--- src/rtl/timer_pkg.sv ---
// Shared types and defaults for the loadable countdown timer.
package timer_pkg;

  localparam int unsigned TIMER_WIDTH_DEFAULT = 4;

  typedef enum logic [1:0] {
    IDLE = 2'd0,
    RUN  = 2'd1,
    DONE = 2'd2
  } state_t;

endpackage

--- src/rtl/countdown_timer_if.sv ---
// Load handshake, run controls and status of the countdown timer.
interface countdown_timer_if
  import timer_pkg::*;
#(
  parameter int unsigned WIDTH = TIMER_WIDTH_DEFAULT
);

  logic             load_valid;
  logic [WIDTH-1:0] load_value;
  logic             load_ready;
  logic             enable;
  logic             reload_en;
  logic             abort;
  logic [WIDTH-1:0] count;
  logic             busy;
  logic             done;

  modport master (
    output load_valid, load_value, enable, reload_en, abort,
    input  load_ready, count, busy, done
  );

  modport slave (
    input  load_valid, load_value, enable, reload_en, abort,
    output load_ready, count, busy, done
  );

endinterface

--- src/rtl/count_down_core.sv ---
// WIDTH-bit down-count register with clear, load and decrement, plus a count==1 flag.
module count_down_core
  import timer_pkg::*;
#(
  parameter int unsigned WIDTH = TIMER_WIDTH_DEFAULT
) (
  input  logic             clk,
  input  logic             rst,
  input  logic             clear,
  input  logic             load,
  input  logic             dec,
  input  logic [WIDTH-1:0] value,
  output logic [WIDTH-1:0] count,
  output logic             is_one
);

  // Clear wins over load, load over decrement; decrement saturates at zero.
  always_ff @(posedge clk or posedge rst) begin
    if (rst) begin
      count <= '0;
    end else if (clear) begin
      count <= '0;
    end else if (load) begin
      count <= value;
    end else if (dec && (count != '0)) begin
      count <= count - WIDTH'(1);
    end
  end

  assign is_one = (count == WIDTH'(1));

endmodule

--- src/rtl/countdown_timer.sv ---
// Loadable down-counter with done pulse, abort and optional auto-reload.
module countdown_timer
  import timer_pkg::*;
#(
  parameter int unsigned WIDTH = TIMER_WIDTH_DEFAULT
) (
  input  logic              clk,
  input  logic              rst,
  countdown_timer_if.slave  bus
);

  state_t           state;
  state_t           state_next;
  logic [WIDTH-1:0] reload_q;
  logic             reload_capture;
  logic             core_clear;
  logic             core_load;
  logic             core_dec;
  logic [WIDTH-1:0] core_value;
  logic             is_one;

  always_ff @(posedge clk or posedge rst) begin
    if (rst) begin
      state <= IDLE;
    end else begin
      state <= state_next;
    end
  end

  always_ff @(posedge clk or posedge rst) begin
    if (rst) begin
      reload_q <= '0;
    end else if (reload_capture) begin
      reload_q <= bus.load_value;
    end
  end

  always_comb begin
    state_next     = state;
    reload_capture = 1'b0;
    core_clear     = 1'b0;
    core_load      = 1'b0;
    core_dec       = 1'b0;
    core_value     = bus.load_value;
    case (state)
      IDLE: begin
        if (bus.load_valid) begin
          reload_capture = 1'b1;
          core_load      = 1'b1;
          state_next     = (bus.load_value == '0) ? DONE : RUN;
        end
      end
      RUN: begin
        if (bus.abort) begin
          core_clear = 1'b1;
          state_next = IDLE;
        end else if (bus.enable) begin
          core_dec = 1'b1;
          if (is_one) begin
            state_next = DONE;
          end
        end
      end
      DONE: begin
        // Count is already zero here; a reload restarts from the last accepted value.
        if (bus.reload_en && (reload_q != '0)) begin
          core_load  = 1'b1;
          core_value = reload_q;
          state_next = RUN;
        end else begin
          state_next = IDLE;
        end
      end
      default: begin
        core_clear = 1'b1;
        state_next = IDLE;
      end
    endcase
  end

  count_down_core #(.WIDTH(WIDTH)) u_core (
    .clk    (clk),
    .rst    (rst),
    .clear  (core_clear),
    .load   (core_load),
    .dec    (core_dec),
    .value  (core_value),
    .count  (bus.count),
    .is_one (is_one)
  );

  // Status is a pure decode of the state register, so async reset reaches it at once.
  assign bus.load_ready = (state == IDLE);
  assign bus.busy       = (state == RUN);
  assign bus.done       = (state == DONE);

endmodule

--- src/flat_wrapper.sv ---
// flat-port wrapper written by rule: the top's interface ports become plain ports
module countdown_timer_flat import timer_pkg::*;
#(
  parameter int unsigned WIDTH = TIMER_WIDTH_DEFAULT
)
  (clk, rst, bus_load_valid, bus_load_value, bus_enable, bus_reload_en, bus_abort, bus_load_ready, bus_count, bus_busy, bus_done);
  countdown_timer_if #(.WIDTH(WIDTH)) bus_i ();
  input  logic clk;
  input  logic rst;
  input wire logic [$bits(bus_i.load_valid)-1:0] bus_load_valid;
  input wire logic [$bits(bus_i.load_value)-1:0] bus_load_value;
  input wire logic [$bits(bus_i.enable)-1:0] bus_enable;
  input wire logic [$bits(bus_i.reload_en)-1:0] bus_reload_en;
  input wire logic [$bits(bus_i.abort)-1:0] bus_abort;
  output wire logic [$bits(bus_i.load_ready)-1:0] bus_load_ready;
  output wire logic [$bits(bus_i.count)-1:0] bus_count;
  output wire logic [$bits(bus_i.busy)-1:0] bus_busy;
  output wire logic [$bits(bus_i.done)-1:0] bus_done;
  assign bus_i.load_valid = bus_load_valid;
  assign bus_i.load_value = bus_load_value;
  assign bus_i.enable = bus_enable;
  assign bus_i.reload_en = bus_reload_en;
  assign bus_i.abort = bus_abort;
  assign bus_load_ready = bus_i.load_ready;
  assign bus_count = bus_i.count;
  assign bus_busy = bus_i.busy;
  assign bus_done = bus_i.done;
  countdown_timer #(.WIDTH(WIDTH)) u_core (.clk(clk), .rst(rst), .bus(bus_i));
endmodule
--- config.mk ---
export PLATFORM = sky130hd
export DESIGN_NAME = countdown_timer_flat
export DESIGN_NICKNAME = d
export VERILOG_FILES = /design/src/rtl/timer_pkg.sv /design/src/rtl/countdown_timer_if.sv /design/src/rtl/count_down_core.sv /design/src/rtl/countdown_timer.sv /design/src/flat_wrapper.sv
export SDC_FILE = /design/constraint.sdc
export NUM_CORES = 1
export LEC_CHECK = 0
export BUFFER_PORTS_ARGS = -buffer_cell sky130_fd_sc_hd__buf_2
export CAP_MARGIN = 30
export CORE_MARGIN = 3
export CORE_UTILIZATION = 40
export DETAILED_ROUTE_END_ITERATION = 16
export MAX_ROUTING_LAYER = met4
export PLACE_DENSITY_LB_ADDON = 0.12
export REMOVE_ABC_BUFFERS = 1
export SETUP_SLACK_MARGIN = 0.15
export SYNTH_ARGS = -nofsm -noshare
export SYNTH_HDL_FRONTEND = slang
export SYNTH_SLANG_ARGS = --single-unit
--- constraint.sdc ---
create_clock -name clk -period 1.9 [get_ports clk]
set_input_delay 0.095 -clock clk [delete_from_list [all_inputs] [get_ports clk]]
set_output_delay 0.095 -clock clk [all_outputs]
set_load 0.005 [all_outputs]
==> flow_summary.toml <==
[clocking]
cts_tree = "done"
cts.reportedPaths.clkPinSlew_ns = 0.06
cts_buffers = 3
cts_post_setup_buffers_inserted = 0
htreeDepth = 1
clkLatencyLatePin_ns = 0.26
clockBufferDepth = 2
root_buffer = "clkbuf_4"
cts.sinks = 10

[global_route]
grt_pass1_wl_mm = 2.73
first_global_vias = 608
overflow = 0
grt_usage = 0.148
antenna_found_initial = 0
grt_max_degree = 12

[layout]
n_antenna_cell = 0
final_common_cell = "nand2_1"
nets = 110
layout-drive-gt1-share = 0.337
layout_common_cells = "nand2_1 (18), buf_2 (16), dfrtp_1 (9)"
syn2layout_area_growth_pct = 19.3

[drt]
routedWlPerCell_um = 12.8
drtIter0Drc = 25
postRouteAntennaNets = 0
route.detailed.drc = 0
dr_total_vias = 635
wl_mm = 1.53
dr.pass1.iters = 5
vias_per_cell = 5.34

[floorplanning]
die_h_um = 48.6
ios = 17
placeableCoreArea_um2 = 1610
row_count = 14
dieArea_um2 = 2360
die_w_um = 48.6
start_util = 0.451

[timing]
hold_viol_final = 0
slew_viol_final = 0
finalCritPeriodShare = 0.871
skew_ns = 0.000272
min_period_ns = 1.66
fin_ws_ns = 0.245
fin_setup_tns_ns = 0
setup_violations = 0
max_slew.worst_pin.slew_ns = 0.480
rsz0062_at_grt = "no"
slew-limit-headroom = 0.677
fmax_mhz = 604

[place]
pre_cts_ws_ns = 0.259
gp_congestion = 0.902
dp_hpwl_mm = 1.20
io_buffers = 16

[synth]
synth_flop_cell = "dfrtp_1"
synth.avg_cell_area_um2 = 9.44
synth-seq-cells = 10
syn_inst = 77
ys_seq_area_frac = 0.344
synthArstFlopShare = 1.00
ys_types = 31
synthesis.area_um2 = 727
synth_warnings = 0
synth_edf_count = 0

[worst_setup_path]
rrSetupSlack_ns = 0.24
worstSetupStartpoint = "u_core.reload_q[3]"
r2r_start = "u_core.reload_q[3]"
path_max_fanout = 5
crit_required_ns = 2.05
worst_ep_arrival_time_ns = 1.80
end_kind = "flip-flop"
worstSetupStartpointType = "flip-flop"
cp-endpoint = "u_core.u_core.count[2]"
reg2reg_depth = 4
rr_endpoint = "u_core.u_core.count[2]"
crit_type = "reg -> reg"

[status]
status = "completed"

[power_and_ir_drop]
leakage_nw = 0.405
power_density_nw_per_um2 = 1550
peakVddDrop_mv = 0.659

[flow_run]
drv_cap = 0

[worst_hold_path]
hold_path.class = "in -> reg"
-- registers in the layout, summed over array words and instances (netlist names) --
signal,flops
u_core.reload_q,4
u_core.u_core.count,4
u_core.state,2
-- area by class of cell --
class | count | area [um^2]
Clock buffer | 3 | 22.5
Sequential cell | 10 | 251
Tap cell | 24 | 30.0
Multi-Input combinational cell | 58 | 443
Inverter | 6 | 22.5
Timing Repair Buffer | 18 | 97.6
Fill cell | 161 | 744
-- cells by family (layout without fill, tap and decap cells) --
group                    count (synthesis)  in the layout  synth area share
XOR/XNOR                                 1              1            0.0121
buffers and inverters                    9             27            0.0568
AND/OR/NAND/NOR                         35             35             0.277
multiplexers                             3              3            0.0413
flip-flops                              10             10             0.344
adder cells (fa/ha/maj)                  3              3            0.0516
AO/OA/AOI/OAI                           16             16             0.217
-- routing by layer --
metal	vias up	routed length, um	global-route usage	part of all wire
met5	-	0	-	0
li1	315	-	-	-
met2	25	667	0.199	0.44
met3	4	91	0.0368	0.060
met1	291	747	0.209	0.49
met4	0	18	0.0569	0.012
-- synth_stat cells (2+ instances only) --
| master | instances | share of area |
|---|---|---|
| buf_4 | 2 | 0.021 |
| a222oi_1 | 2 | 0.028 |
| ha_1 | 3 | 0.052 |
| nor3_1 | 4 | 0.028 |
| nand2_1 | 18 | 0.093 |
| o21bai_1 | 2 | 0.021 |
| nor2b_1 | 2 | 0.017 |
| a21oi_1 | 2 | 0.014 |
| nor4_1 | 2 | 0.017 |
| dfrtp_1 | 10 | 0.34 |
| o32ai_1 | 2 | 0.024 |
| mux2i_1 | 3 | 0.041 |
| a21o_2 | 2 | 0.024 |
| inv_1 | 6 | 0.031 |
-- worst max-delay path: stages (launching register included) --
cell      delay (ns)
dfrtp_1         0.41
or4_4           0.58
a21oi_4         0.25
a222oi_1        0.13
o21bai_1        0.16
-- how the worst min path moves through the flow --
stage	from	end	slack, ns	cells past startpoint
floorplan	rst	u_core.reload_q[0]	-0.06	1
global placement	rst	u_core.u_core.count[0]	0.09	2
detailed placement	rst	u_core.u_core.count[0]	0.1	2
CTS	bus_load_value[3]	u_core.reload_q[3]	0.05	3
global route	bus_load_value[3]	u_core.reload_q[3]	0.08	3
finish	bus_load_value[1]	u_core.reload_q[1]	0.06	3
-- power breakdown --
group | switching (W) | internal (W)
Combinational | 0.000356 | 0.000370
Clock | 0.0000689 | 0.0000731
Sequential | 0.000160 | 0.000315
Total | 0.000585 | 0.000758
-- repair_timing --
action                                 4_1_cts  5_1_grt
endpoints found under the hold margin       10        0
gates resized for setup                      0        3
setup endpoints to repair                    0        2
hold buffers                                 1        0
-- per-stage QoR --
stage	hold WS [ns]	instance area, um^2	instances	util	total power [W]
floorplan	-0.0648	708	74	-	0.000982
global placement	0.0941	826	115	0.512	0.00119
detailed placement	0.0979	826	115	0.512	0.00120
CTS	0.0512	858	119	0.533	0.00135
global route	0.0815	867	119	0.538	0.00148
finish	0.0606	867	119	0.538	0.00134
No activity file was read; power rests on OpenSTA's default activity.
